<file path="src/rtl/param_load_sequencer_if.sv">
// param_load_sequencer_if
//   Bundles the load sequencer's control, source-handshake, grid-write and
//   status signals. The sequencer connects through `master`; upstream sources,
//   the grid write side and any controller connect through `slave`.
//   Signals:
//     start                                  load request
//     inst_src_valid/data/ready              instruction source (2-bit entries)
//     param_src_valid/data/ready             parameter row source (368-bit rows)
//     neuron_inst_wdata/winc/wfull           grid instruction FIFO write side
//     parameter_in/param_winc/param_wfull    grid parameter FIFO write side
//     next_core, next_core_en                core select / grid acknowledgement
//     busy, done, error                      status
interface param_load_sequencer_if;
  logic         start;
  logic         inst_src_valid;
  logic [1:0]   inst_src_data;
  logic         inst_src_ready;
  logic         param_src_valid;
  logic [367:0] param_src_data;
  logic         param_src_ready;
  logic [1:0]   neuron_inst_wdata;
  logic         neuron_inst_winc;
  logic         neuron_inst_wfull;
  logic [367:0] parameter_in;
  logic         param_winc;
  logic         param_wfull;
  logic [2:0]   next_core;
  logic         next_core_en;
  logic         busy;
  logic         done;
  logic         error;

  modport master (
    input  start,
    input  inst_src_valid, inst_src_data, output inst_src_ready,
    input  param_src_valid, param_src_data, output param_src_ready,
    output neuron_inst_wdata, neuron_inst_winc, input neuron_inst_wfull,
    output parameter_in, param_winc, input param_wfull,
    output next_core, input next_core_en,
    output busy, done, error
  );

  modport slave (
    output start,
    output inst_src_valid, inst_src_data, input inst_src_ready,
    output param_src_valid, param_src_data, input param_src_ready,
    input  neuron_inst_wdata, neuron_inst_winc, output neuron_inst_wfull,
    input  parameter_in, param_winc, output param_wfull,
    input  next_core, output next_core_en,
    input  busy, done, error
  );
endinterface

</file>
<file path="src/rtl/param_load_sequencer.sv">
// param_load_sequencer
//   Sys-clock-side writer for the grid parameter / neuron-instruction load
//   path. Streams NUM_INST instruction entries once, then ROWS_PER_CORE
//   parameter rows for each of NUM_LOAD_CORES cores. After each core's rows it
//   waits for the grid to acknowledge (next_core_en seen low, then high)
//   before selecting the next core; a missing acknowledgement within
//   DRAIN_TIMEOUT cycles ends the load in ERROR.
//   Ports:
//     clk    sys clock (grid sys_clk domain)
//     reset  asynchronous, active-high
//     bus    param_load_sequencer_if.master (sources, grid writes, status)
module param_load_sequencer #(
  parameter int NUM_LOAD_CORES = 5,
  parameter int ROWS_PER_CORE  = 256,
  parameter int NUM_INST       = 256,
  parameter int DRAIN_TIMEOUT  = 4096
) (
  input  logic                          clk,
  input  logic                          reset,
  param_load_sequencer_if.master        bus
);
  localparam int IW = (NUM_INST      > 1) ? $clog2(NUM_INST)      : 1;
  localparam int RW = (ROWS_PER_CORE > 1) ? $clog2(ROWS_PER_CORE) : 1;
  localparam int TW = (DRAIN_TIMEOUT > 1) ? $clog2(DRAIN_TIMEOUT) : 1;
  localparam logic [IW-1:0] INST_LAST = IW'(NUM_INST - 1);
  localparam logic [RW-1:0] ROW_LAST  = RW'(ROWS_PER_CORE - 1);
  localparam logic [TW-1:0] TMO_LAST  = TW'(DRAIN_TIMEOUT - 1);
  localparam logic [2:0]    CORE_LAST = 3'(NUM_LOAD_CORES - 1);
  // Grid code for "all write-enables off".
  localparam logic [2:0]    CORE_NONE = 3'b111;

  typedef enum logic [2:0] {IDLE, INST, PARAM, DRAIN, DONE, ERROR} state_t;

  state_t        state, state_n;
  logic [IW-1:0] inst_cnt;
  logic [RW-1:0] row_cnt;
  logic [2:0]    core_idx;
  logic [TW-1:0] tmo_cnt;
  logic          seen_low;
  logic          done_q, error_q;
  logic          inst_fire, row_fire, ack, restart, in_core;

  // Write handshakes are purely combinational so a stream moves one beat per
  // cycle with no bubbles.
  assign bus.inst_src_ready    = (state == INST)  & ~bus.neuron_inst_wfull;
  assign bus.param_src_ready   = (state == PARAM) & ~bus.param_wfull;
  assign inst_fire             = bus.inst_src_ready  & bus.inst_src_valid;
  assign row_fire              = bus.param_src_ready & bus.param_src_valid;
  assign bus.neuron_inst_winc  = inst_fire;
  assign bus.param_winc        = row_fire;
  assign bus.neuron_inst_wdata = bus.inst_src_data;
  assign bus.parameter_in      = bus.param_src_data;

  assign in_core  = (state == PARAM) | (state == DRAIN);
  // next_core_en is also high before the grid consumed anything, so it only
  // counts as an acknowledgement after it has been seen low for this core.
  assign ack      = (state == DRAIN) & seen_low & bus.next_core_en;
  assign restart  = bus.start & ((state == IDLE) | (state == DONE) | (state == ERROR));

  assign bus.next_core = in_core ? core_idx : CORE_NONE;
  assign bus.busy      = (state == INST) | in_core;
  assign bus.done      = done_q;
  assign bus.error     = error_q;

  always_ff @(posedge clk or posedge reset) begin
    if (reset) state <= IDLE;
    else       state <= state_n;
  end

  always_comb begin
    state_n = state;
    unique case (state)
      IDLE, DONE, ERROR: if (bus.start) state_n = INST;
      INST:  if (inst_fire && inst_cnt == INST_LAST) state_n = PARAM;
      PARAM: if (row_fire && row_cnt == ROW_LAST)    state_n = DRAIN;
      DRAIN: begin
        if (ack)                      state_n = (core_idx == CORE_LAST) ? DONE : PARAM;
        else if (tmo_cnt == TMO_LAST) state_n = ERROR;
      end
      default: state_n = IDLE;
    endcase
  end

  always_ff @(posedge clk or posedge reset) begin
    if (reset) begin
      inst_cnt <= '0;
      row_cnt  <= '0;
      core_idx <= '0;
      tmo_cnt  <= '0;
      seen_low <= 1'b0;
      done_q   <= 1'b0;
      error_q  <= 1'b0;
    end else if (restart) begin
      inst_cnt <= '0;
      row_cnt  <= '0;
      core_idx <= '0;
      tmo_cnt  <= '0;
      seen_low <= 1'b0;
      done_q   <= 1'b0;
      error_q  <= 1'b0;
    end else begin
      // Set whenever the grid address is seen off 0 for the current core;
      // cleared below on the acknowledgement, which needs next_core_en high,
      // so the two never collide.
      if (in_core && !bus.next_core_en) seen_low <= 1'b1;
      unique case (state)
        INST: if (inst_fire) begin
          // Terminal compare holds the counter instead of wrapping.
          if (inst_cnt == INST_LAST) core_idx <= '0;
          else                       inst_cnt <= inst_cnt + 1'b1;
        end
        PARAM: if (row_fire) begin
          if (row_cnt == ROW_LAST) begin
            row_cnt <= '0;
            tmo_cnt <= '0;
          end else begin
            row_cnt <= row_cnt + 1'b1;
          end
        end
        DRAIN: begin
          if (ack) begin
            if (core_idx == CORE_LAST) begin
              done_q <= 1'b1;
            end else begin
              core_idx <= core_idx + 1'b1;
              seen_low <= 1'b0;
            end
          end else if (tmo_cnt == TMO_LAST) begin
            error_q <= 1'b1;   // counter saturates here
          end else begin
            tmo_cnt <= tmo_cnt + 1'b1;
          end
        end
        default: ;
      endcase
    end
  end
endmodule

</file>
<file path="src/flat_wrapper.sv">
// flat-port wrapper written by rule: the top's interface ports become plain ports
module param_load_sequencer_flat 
#(
  parameter int NUM_LOAD_CORES = 5,
  parameter int ROWS_PER_CORE  = 256,
  parameter int NUM_INST       = 256,
  parameter int DRAIN_TIMEOUT  = 4096
)
  (clk, reset, bus_start, bus_inst_src_valid, bus_inst_src_data, bus_inst_src_ready, bus_param_src_valid, bus_param_src_data, bus_param_src_ready, bus_neuron_inst_wdata, bus_neuron_inst_winc, bus_neuron_inst_wfull, bus_parameter_in, bus_param_winc, bus_param_wfull, bus_next_core, bus_next_core_en, bus_busy, bus_done, bus_error);
  param_load_sequencer_if bus_i ();
  input  logic clk;
  input  logic reset;
  input wire logic [$bits(bus_i.start)-1:0] bus_start;
  input wire logic [$bits(bus_i.inst_src_valid)-1:0] bus_inst_src_valid;
  input wire logic [$bits(bus_i.inst_src_data)-1:0] bus_inst_src_data;
  output wire logic [$bits(bus_i.inst_src_ready)-1:0] bus_inst_src_ready;
  input wire logic [$bits(bus_i.param_src_valid)-1:0] bus_param_src_valid;
  input wire logic [$bits(bus_i.param_src_data)-1:0] bus_param_src_data;
  output wire logic [$bits(bus_i.param_src_ready)-1:0] bus_param_src_ready;
  output wire logic [$bits(bus_i.neuron_inst_wdata)-1:0] bus_neuron_inst_wdata;
  output wire logic [$bits(bus_i.neuron_inst_winc)-1:0] bus_neuron_inst_winc;
  input wire logic [$bits(bus_i.neuron_inst_wfull)-1:0] bus_neuron_inst_wfull;
  output wire logic [$bits(bus_i.parameter_in)-1:0] bus_parameter_in;
  output wire logic [$bits(bus_i.param_winc)-1:0] bus_param_winc;
  input wire logic [$bits(bus_i.param_wfull)-1:0] bus_param_wfull;
  output wire logic [$bits(bus_i.next_core)-1:0] bus_next_core;
  input wire logic [$bits(bus_i.next_core_en)-1:0] bus_next_core_en;
  output wire logic [$bits(bus_i.busy)-1:0] bus_busy;
  output wire logic [$bits(bus_i.done)-1:0] bus_done;
  output wire logic [$bits(bus_i.error)-1:0] bus_error;
  assign bus_i.start = bus_start;
  assign bus_i.inst_src_valid = bus_inst_src_valid;
  assign bus_i.inst_src_data = bus_inst_src_data;
  assign bus_inst_src_ready = bus_i.inst_src_ready;
  assign bus_i.param_src_valid = bus_param_src_valid;
  assign bus_i.param_src_data = bus_param_src_data;
  assign bus_param_src_ready = bus_i.param_src_ready;
  assign bus_neuron_inst_wdata = bus_i.neuron_inst_wdata;
  assign bus_neuron_inst_winc = bus_i.neuron_inst_winc;
  assign bus_i.neuron_inst_wfull = bus_neuron_inst_wfull;
  assign bus_parameter_in = bus_i.parameter_in;
  assign bus_param_winc = bus_i.param_winc;
  assign bus_i.param_wfull = bus_param_wfull;
  assign bus_next_core = bus_i.next_core;
  assign bus_i.next_core_en = bus_next_core_en;
  assign bus_busy = bus_i.busy;
  assign bus_done = bus_i.done;
  assign bus_error = bus_i.error;
  param_load_sequencer #(.NUM_LOAD_CORES(NUM_LOAD_CORES), .ROWS_PER_CORE(ROWS_PER_CORE), .NUM_INST(NUM_INST), .DRAIN_TIMEOUT(DRAIN_TIMEOUT)) u_core (.clk(clk), .reset(reset), .bus(bus_i));
endmodule
</file>
<file path="config.mk">
export PLATFORM = sky130hd
export DESIGN_NAME = param_load_sequencer_flat
export DESIGN_NICKNAME = d
export VERILOG_FILES = /design/src/rtl/param_load_sequencer_if.sv /design/src/rtl/param_load_sequencer.sv /design/src/flat_wrapper.sv
export SDC_FILE = /design/constraint.sdc
export NUM_CORES = 1
export LEC_CHECK = 0
export CAP_MARGIN = 20
export CELL_PAD_IN_SITES_DETAIL_PLACEMENT = 1
export CELL_PAD_IN_SITES_GLOBAL_PLACEMENT = 2
export CORE_AREA = 5 5 292 294
export DETAILED_ROUTE_END_ITERATION = 7
export DIE_AREA = 0 0 297 299
export PLACE_DENSITY_LB_ADDON = 0.1
export RECOVER_POWER = 100
export SLEW_MARGIN = 20
export SYNTH_ARGS = -nofsm -noshare
export SYNTH_HDL_FRONTEND = slang
export SYNTH_SLANG_ARGS = --single-unit
</file>
<file path="constraint.sdc">
create_clock -name clk -period 1.55 [get_ports clk]
set_input_delay 0.2325 -clock clk [delete_from_list [all_inputs] [get_ports clk]]
set_output_delay 0.2325 -clock clk [all_outputs]
set_load 0.01 [all_outputs]
</file>
# After elaboration in Yosys (flattened, before gate mapping)
# Index checks and enable logic that the tools add are counted.
# W data, S select, Z words.
# totals
register_bits	37
in_bits	378
output_inout_bits	380
word_cells	112
# classes
addsub	4
n_eq_ne	23
n_mux	41
bitwise_logic	13
reduce_logical	23
# op_table
op	count
$mux W8	8
$mux W12	5
$mux W3	12
$pmux W12 S2	1
$add A8 B1 Y8 const B	2
$eq A8 B8 Y1 const B	2
$reduce_bool A2 Y1	8
$ne A3 B2 Y1 const B	5
$mux W1	13
$add A12 B1 Y12 const B	1
$eq A12 B12 Y1 const B	1
$pmux W3 S4	1
$reduce_and A5 Y1	2
$eq A3 B3 Y1 const B	3
$ne A3 B1 Y1 const B	3
$reduce_and A3 Y1	3
$ne A2 B2 Y1 const B	4
$and A1 B1 Y1	7
$eq A3 B2 Y1 const B	2
$pmux W3 S2	1
$reduce_bool A3 Y1	2
$or A1 B1 Y1	4
$reduce_and A4 Y1	1
$add A3 B1 Y3 const B	1
other kinds (9)	12

# Depth between registers and ports, before layout
# Gate-level depths: netlist (run 1).
# logic_depth
word_depth	8
depth_mapped	7
mapped_depth_nobuf	6

# Least setup slack after synthesis (run 1)
# OpenSTA, ideal clock, no wires.
# synth_timing
path_type	flip-flop to flip-flop
from	register u_core.tmo_cnt[0]
to	register u_core.tmo_cnt[1]
setup_ns	0.139
arrival_time_ns	1.575
required_ns	1.411
slack_ns	-0.165
stages_incl_launch_ff	6
path_buffers	0
synth_period_minus_slack_ns	1.715
cell_sequence	dfrtp_1 > ha_1 > nand3_1 > nor4_2 > a311oi_4 > mux2i_1
# synth_via
elab_chain_len	5
word_cells_on_any_way	8
cone_classes	add/sub (1); eq/ne (2); mux (4); reduce/logical (1)
# synth_lines
item	line_no	source
start: declaration	param_load_sequencer.sv:38	logic [TW-1:0] tmo_cnt;
start signal: assignment	param_load_sequencer.sv:131	tmo_cnt <= tmo_cnt + 1'b1;
$add A12 B1 Y12	param_load_sequencer.sv:131	
$mux W12	param_load_sequencer.sv:128	end else if (tmo_cnt == TMO_LAST) begin
$mux W12	param_load_sequencer.sv:121	if (ack) begin
$pmux W12 S2	param_load_sequencer.sv:106	unique case (state)
$mux W12	param_load_sequencer.sv:93	end else if (restart) begin
# Several ways; a longest one is shown, not always the timed one. The select of a mux whose other input is x is not followed.
# A chain may end at the register's enable or synchronous reset.

# Worst setup path in the final report (run 1)
# layout_timing
from	register u_core.state[2]
to	register u_core.inst_cnt[5]
# layout_via
elab_chain_len	6
word_cells_on_any_way	14
cone_classes	eq/ne (4); mux (1); bitwise (5); reduce/logical (4)
# layout_lines
item	line_no	source
start: declaration	param_load_sequencer.sv:34	state_t state, state_n;
start signal: assignment	param_load_sequencer.sv:67	else state <= state_n;
$eq A3 B3 Y1 / $logic_not A3 Y1 (equally long branches)	param_load_sequencer.sv:58	assign restart = bus.start & ((state == IDLE) | (state == DONE) | (state == ERROR));
$or A1 B1 Y1 (2 in series)	param_load_sequencer.sv:58	
$and A1 B1 Y1	param_load_sequencer.sv:58	
$ne A2 B1 Y1 (no source line) / $reduce_bool A2 Y1 (equally long branches)	n/a	
$reduce_and A3 Y1 (no source line)	n/a	
end signal: assignment	param_load_sequencer.sv:110	else inst_cnt <= inst_cnt + 1'b1;
end: declaration	param_load_sequencer.sv:35	logic [IW-1:0] inst_cnt;
# Several ways; a longest one is shown, not always the timed one.

==> impl_metrics.env, run 1 <==
export IMPL_synth_distinct_cells=58
export IMPL_path_class="flip-flop to flip-flop"
export IMPL_netlist_top_cells_area="buf_4 (55%), dfrtp_1 (18%), nand3_1 (2.0%)"
export IMPL_synth_top_family_by_area="buffers and inverters"
export IMPL_multi_input_area_sq_mm=0.00166
export IMPL_clockBufferDepth=2
export IMPL_avgSynthCellArea_sq_um=8.14
export IMPL_n_fill_cell=9744
export IMPL_wl_mm=19.8
export IMPL_die_h_um=299
export IMPL_postLayoutSetupSlackWorst_ns=-0.239
export IMPL_hold_depth=0
export IMPL_remaining_drc_errors=0
export IMPL_num_antenna_cells=0
export IMPL_grt_overflow_total=0
export IMPL_drtPass1Iterations=4
export IMPL_cts_tree="yes"
export IMPL_synth_fa_ha_area_share_pct=1.23
export IMPL_rsz0062_at_grt="true"
export IMPL_antenna_found_initial=0
export IMPL_drive_gt1_share_pct=54.3
export IMPL_synth_area_sq_mm=0.00509
export IMPL_yosys_warnings=0
export IMPL_drv_cap=0
export IMPL_pin_count=758
export IMPL_min_from="bus_param_src_data[130]"
export IMPL_synth_most_common_cell="buf_4"
export IMPL_grt_start_max_net_pins=38
export IMPL_synth_simple_area_share_pct=12.7
export IMPL_leakage_nw=1.89
export IMPL_slew_headroom_pct=53.4
export IMPL_yosys_register_bits=37
export IMPL_vias=3128
export IMPL_fin_hold_ws_ns=0.465
export IMPL_period_minus_slack_ns=1.79
export IMPL_die_area_sq_mm=0.0888
export IMPL_start_kind="flip-flop"
export IMPL_crit_path_end_kind="flip-flop"
export IMPL_place_gp_congestion=0.598
export IMPL_syn_inst=626
export IMPL_initial_utilization_pct=6.16
export IMPL_worstHoldPathType="input pin to primary output"
export IMPL_die_width_um=297
export IMPL_path_max_fanout=6
export IMPL_nets=778
export IMPL_synth_top_area_share_pct=54.7
export IMPL_ys_seq_area_share_pct=18.2
export IMPL_coreArea_sq_mm=0.0826
export IMPL_finClkSkew_ns=0.0143
export IMPL_dp_hpwl_mm=15.8
export IMPL_drtIter0Drc=110
export IMPL_synthFlopType="dfrtp_1"
export IMPL_hold_viol=0
export IMPL_synth_compound_area_share_pct=9.21
export IMPL_r2r_slack_ns=-0.24
export IMPL_area_growth_pct=6.68
export IMPL_setup_viol=35
export IMPL_row_count=106
export IMPL_worst_endpoint_arrival_ns=2.02
export IMPL_cts_buffers=5
export IMPL_grt_pass1_vias=3545
export IMPL_htree_levels=2
export IMPL_wl_per_cell_um=13.4
export IMPL_pre_cts_slack_ns=-0.478
export IMPL_r2r_cells=7
export IMPL_grt_pass1_wl_mm=27.1
export IMPL_slew_viol_final=0
export IMPL_cp_required_ns=1.78
export IMPL_vias_per_cell=2.12
export IMPL_clock_sinks=37
export IMPL_yosysTopAreaCell="buf_4"
export IMPL_synth_enable_flop_cells=0
export IMPL_vdd_drop_max_v=0.000448
export IMPL_synthMuxAreaShare_pct=0.786
export IMPL_violations="setup timing"
export IMPL_final_core_util_pct=6.58
export IMPL_async_reset_ff_share_pct=100
export IMPL_p_per_area_mw_per_mm2=1180
export IMPL_min_period_over_period_pct=115
export IMPL_clk_transition_reported_paths_ns=0.08
export IMPL_timing_rr_end="u_core.inst_cnt[5]$_DFFE_PP0P_"
export IMPL_synthXorXnorAreaFrac_pct=0.688
export IMPL_worst_slew_pin_slew_ns=0.698
export IMPL_grt_use_total_pct=4.21
export IMPL_fmax_mhz=559
export IMPL_ff_latch_area_sq_um=928
export IMPL_outcome="finished with violations"
export IMPL_synthTopCellsByCount="buf_4 (371), dfrtp_1 (37), nand2_1 (22), nor2_1 (22), nand3_1 (20)"
export IMPL_worstHoldEndpoint="bus_parameter_in[130]"
export IMPL_root_buffer="clkbuf_16"
export IMPL_clk_latency_ns=0.31
export IMPL_crit_reg2reg_launch="u_core.state[2]$_DFFE_PP0P_"
export IMPL_port_buffers=17
export IMPL_syn_nets=1009
export IMPL_ant_nets=0
[worst max path at each step]
stage	from	end	slack, ns	cells past startpoint
final	u_core.state[2]$_DFFE_PP0P_	u_core.inst_cnt[5]$_DFFE_PP0P_	-0.24	7
after global routing	u_core.state[1]$_DFFE_PP0P_	u_core.tmo_cnt[1]$_DFFE_PP0P_	-0.31	8
after CTS	u_core.state[2]$_DFFE_PP0P_	u_core.tmo_cnt[9]$_DFFE_PP0P_	-0.25	6
after detailed placement	bus_start	u_core.tmo_cnt[1]$_DFFE_PP0P_	-0.48	7
after global placement	bus_start	u_core.tmo_cnt[1]$_DFFE_PP0P_	-0.51	7
after floorplan	u_core.row_cnt[0]$_DFFE_PP0P_	u_core.tmo_cnt[1]$_DFFE_PP0P_	-0.03	5
[per-stage QoR]
stage	TNS (ns)	cell area (sq um)	power, W	instances
2_1_floorplan	-0.0255	5200	0.00349	626
3_3_place_gp	-14.83	4610	0.00410	1441
3_5_place_dp	-13.59	4610	0.00408	1441
4_1_cts	-5.70	5130	0.00624	1460
5_1_grt	-7.42	5430	0.00689	1476
6_report	-4.37	5430	0.00641	1476
[worst max-delay path, cell delays in order (launching register included)]
cell	delay, ns
dfrtp_1	0.41
buf_6	0.15
nor3b_4	0.19
buf_6	0.15
nand2_4	0.06
buf_6	0.13
or4_4	0.47
a21oi_2	0.13
[metal layers]
metal / up-vias / wire (um) / global-route usage [%] / share of wire (%)
met5: - / 0 / 0.108 / 0
met4: 0 / 1160 / 2.54 / 5.8
met3: 140 / 2690 / 2.96 / 14
met2: 296 / 8760 / 6.43 / 44
met1: 1462 / 7210 / 4.19 / 36
li1: 1230 / - / - / -
[kinds of logic (layout without fill, tap and decap cells)]
| family | Yosys count | count (layout) |
|---|---|---|
| AOI/OAI and AO/OA | 64 | 64 |
| xor gates and xnor gates | 4 | 4 |
| and+or+nand+nor | 116 | 116 |
| buffers and inverters | 396 | 166 |
| adders and majority gates | 5 | 5 |
| muxes | 4 | 4 |
| DFF | 37 | 37 |
[power by group]
part / switching, W / internal (W)
sequential: 0.000178 / 0.00117
combinational: 0.00172 / 0.00182
clock: 0.000579 / 0.000934
total: 0.00248 / 0.00393
[layout make-up]
| cell class | instances | area share [%] |
|---|---|---|
| multi-input cells | 193 | 30.5 |
| well taps | 1080 | 24.9 |
| repair buffers | 141 | 22.7 |
| flip-flops and latches | 37 | 17.1 |
| clock buffers | 5 | 2.30 |
| clock inverters | 3 | 1.27 |
| inverters | 17 | 1.22 |
[cell usage in the layout, fill, tap and decap left out, drive strengths merged, types with 3 or more instances in the layout]
master and n:
a21oi 14, a31oi 6, a41oi 3, and3 6, and4 3, buf 131, clkbuf 6, clkdlybuf4s50 6
dfrtp 37, ha 5, inv 17, mux2i 4, nand2 23, nand2b 4, nand3 20, nand4 6
nor2 22, nor2b 4, nor3 6, nor4 3, o211ai 7, o21ai 13, o31ai 5, or4 6
[state kept, by name, summed over array words and instances, names as in the netlist]
signal / count
u_core.bus.done: 1
u_core.bus.error: 1
u_core.core_idx: 3
u_core.inst_cnt: 8
u_core.row_cnt: 8
u_core.seen_low: 1
u_core.state: 3
u_core.tmo_cnt: 12
[what timing repair did]
action | 4_1_cts | 5_1_grt
buffers inserted | 12 | 19
endpoints found under the setup margin | 43 | 44
hold buffers | 0 | 0
gates cloned | 0 | 1
pin swaps | 19 | 27
resized for setup | 103 | 48
No activity file was read; power rests on OpenSTA's default activity.
==> run 2, diff against run 1 <==
- CAP_MARGIN: 20 -> 40
- CORE_AREA: 5 5 292 294 -> 5 5 296 298
- DIE_AREA: 0 0 297 299 -> 0 0 301 303
- clock period: 1.55 -> 2.2 ns (I/O delays scaled with it)
==> impl_metrics.env, run 2 (synthesized netlist as in run 1, its figures left out) <==
export IMPL_drtPass1Iterations=4
export IMPL_crit_reg2reg_launch="u_core.inst_cnt[0]$_DFFE_PP0P_"
export IMPL_top_regs="u_core.tmo_cnt (12), u_core.inst_cnt (8), u_core.row_cnt (8)"
export IMPL_fmax_mhz=501
export IMPL_vias_per_cell=1.87
export IMPL_vdd_drop_max_v=0.000270
export IMPL_vias=2712
export IMPL_rsz0062_at_grt="false"
export IMPL_initial_utilization_pct=6.02
export IMPL_die_area_sq_mm=0.0912
export IMPL_r2r_slack_ns=0.27
export IMPL_nets=685
export IMPL_timing_rr_end="u_core.inst_cnt[7]$_DFFE_PP0P_"
export IMPL_drive_gt1_share_pct=15.8
export IMPL_clk_latency_ns=0.30
export IMPL_root_buffer="clkbuf_16"
export IMPL_setup_viol=0
export IMPL_crit_path_end_kind="primary output"
export IMPL_pin_count=758
export IMPL_row_count=107
export IMPL_r2r_cells=5
export IMPL_cts_buffers=5
export IMPL_finClkSkew_ns=0.0101
export IMPL_min_from="u_core.bus.done$_DFFE_PP0P_"
export IMPL_p_per_area_mw_per_mm2=744
export IMPL_clockBufferDepth=2
export IMPL_period_minus_slack_ns=2.00
export IMPL_grt_overflow_total=0
export IMPL_start_kind="flip-flop"
export IMPL_coreArea_sq_mm=0.0846
export IMPL_dp_cells=1439
export IMPL_drv_cap=0
export IMPL_hold_viol=0
export IMPL_ant_nets=0
export IMPL_cts_hold_buf=0
export IMPL_path_max_fanout=3
export IMPL_post_cts_buffers=0
export IMPL_ff_latch_area_sq_um=926
export IMPL_clock_sinks=37
export IMPL_clk_transition_reported_paths_ns=0.07
export IMPL_cp_required_ns=1.87
export IMPL_die_width_um=301
export IMPL_wl_per_cell_um=11.8
export IMPL_regMostFlops="u_core.tmo_cnt"
export IMPL_fin_setup_tns_ns=0
export IMPL_largest_register_ffs=12
export IMPL_min_period_over_period_pct=90.7
export IMPL_instances_no_fill=1447
export IMPL_place_gp_congestion=0.609
export IMPL_slew_viol_final=0
export IMPL_multi_input_area_sq_mm=0.00124
export IMPL_total_power_w=0.00313
export IMPL_outcome="completed"
export IMPL_worstHoldPathType="flip-flop to flip-flop"
export IMPL_grt_start_max_net_pins=38
export IMPL_fin_hold_ws_ns=0.498
export IMPL_worst_slew_pin_slew_ns=1.20
export IMPL_hold_depth=2
export IMPL_drtIter0Drc=76
export IMPL_antenna_found_initial=0
export IMPL_port_buffers=17
export IMPL_htree_levels=2
export IMPL_cts_tree="yes"
export IMPL_die_h_um=303
export IMPL_remaining_drc_errors=0
export IMPL_final_common_cell="dfrtp_1"
export IMPL_num_antenna_cells=0
export IMPL_wl_mm=17.1
export IMPL_dp_hpwl_mm=13.6
export IMPL_worstHoldEndpoint="u_core.bus.done$_DFFE_PP0P_"
export IMPL_grt_pass1_wl_mm=23.4
export IMPL_area_growth_pct=-17.5
export IMPL_n_fill_cell=10179
export IMPL_worst_endpoint_arrival_ns=1.67
export IMPL_grt_pass1_vias=3085
export IMPL_slew_headroom_pct=20.2
export IMPL_path_class="flip-flop to primary output"
export IMPL_grt_use_total_pct=3.58
export IMPL_final_cell_mix="dfrtp_1 (37), nor2_1 (22), nand2_1 (22), buf_4 (21), nand3_1 (20)"
export IMPL_leakage_nw=1.20
run 2: cell count changes in the layout (fill, tap and decap cells not counted), moves of 5 or more:
cell / before / now
buf_4: 92 / 21
buf_6: 35 / 1
a21oi_1: 6 / 14
a21oi_2: 7 / 0
nand2_1: 15 / 22
nand2_4: 6 / 0
nor2_1: 16 / 22
o21ai_0: 8 / 13
run 2: worst max path at each step:
stage,to,cells after the start,slack [ns],startpoint
6_report,bus_param_winc,3,0.20,u_core.state[2]$_DFFE_PP0P_
5_1_grt,bus_neuron_inst_winc,5,0.04,u_core.state[2]$_DFFE_PP0P_
4_1_cts,bus_next_core[1],5,-0.1,u_core.state[1]$_DFFE_PP0P_
3_5_place_dp,u_core.tmo_cnt[1]$_DFFE_PP0P_,7,0.10,bus_start
3_3_place_gp,bus_neuron_inst_winc,5,0.11,bus_neuron_inst_wfull
2_1_floorplan,u_core.tmo_cnt[1]$_DFFE_PP0P_,5,0.49,u_core.tmo_cnt[0]$_DFFE_PP0P_
run 2: through the flow:
step	worst slack (ns)	utilization (%)	instance area, sq um
6_report	0.204	4.97	4200
5_1_grt	0.0400	4.97	4200
4_1_cts	-0.0978	5.03	4250
3_5_place_dp	0.104	4.86	4120
3_3_place_gp	0.113	4.86	4120
2_1_floorplan	0.485	-	5090
run 2: layout make-up:
cell class                 count  share of cell area [%]
clock buffer                   6                    3.07
multi-input combinational    193                    29.4
tap                         1144                    34.1
clock inverter                 2                   0.238
inverter                      17                    1.52
sequential                    37                    22.0
timing repair buffer          48                    9.68
run 2: timing repair:
action                     CTS  global route
pin swaps                    0             0
setup endpoints to repair    8             3
resized for setup            7             4
run 2: power breakdown:
part / internal [W] / total, W / switching [W]
clock: 0.000419 / 0.000775 / 0.000356
sequential: 0.000826 / 0.000988 / 0.000162
combinational: 0.000545 / 0.00137 / 0.000821
total: 0.00179 / 0.00313 / 0.00134
run 2: critical path, cell delays in order (launching register included):
cell and delay [ns]:
dfrtp_1 0.37, or3b_1 0.49, nor2_1 0.20, dlygate4sd2_1 0.30
run 2: per-layer routing:
layer  share of wire [%]  track usage, %
met4                 8.5            3.13
met3                  14            2.51
met5                0.92            1.22
met2                  43            5.13
met1                  33            3.38
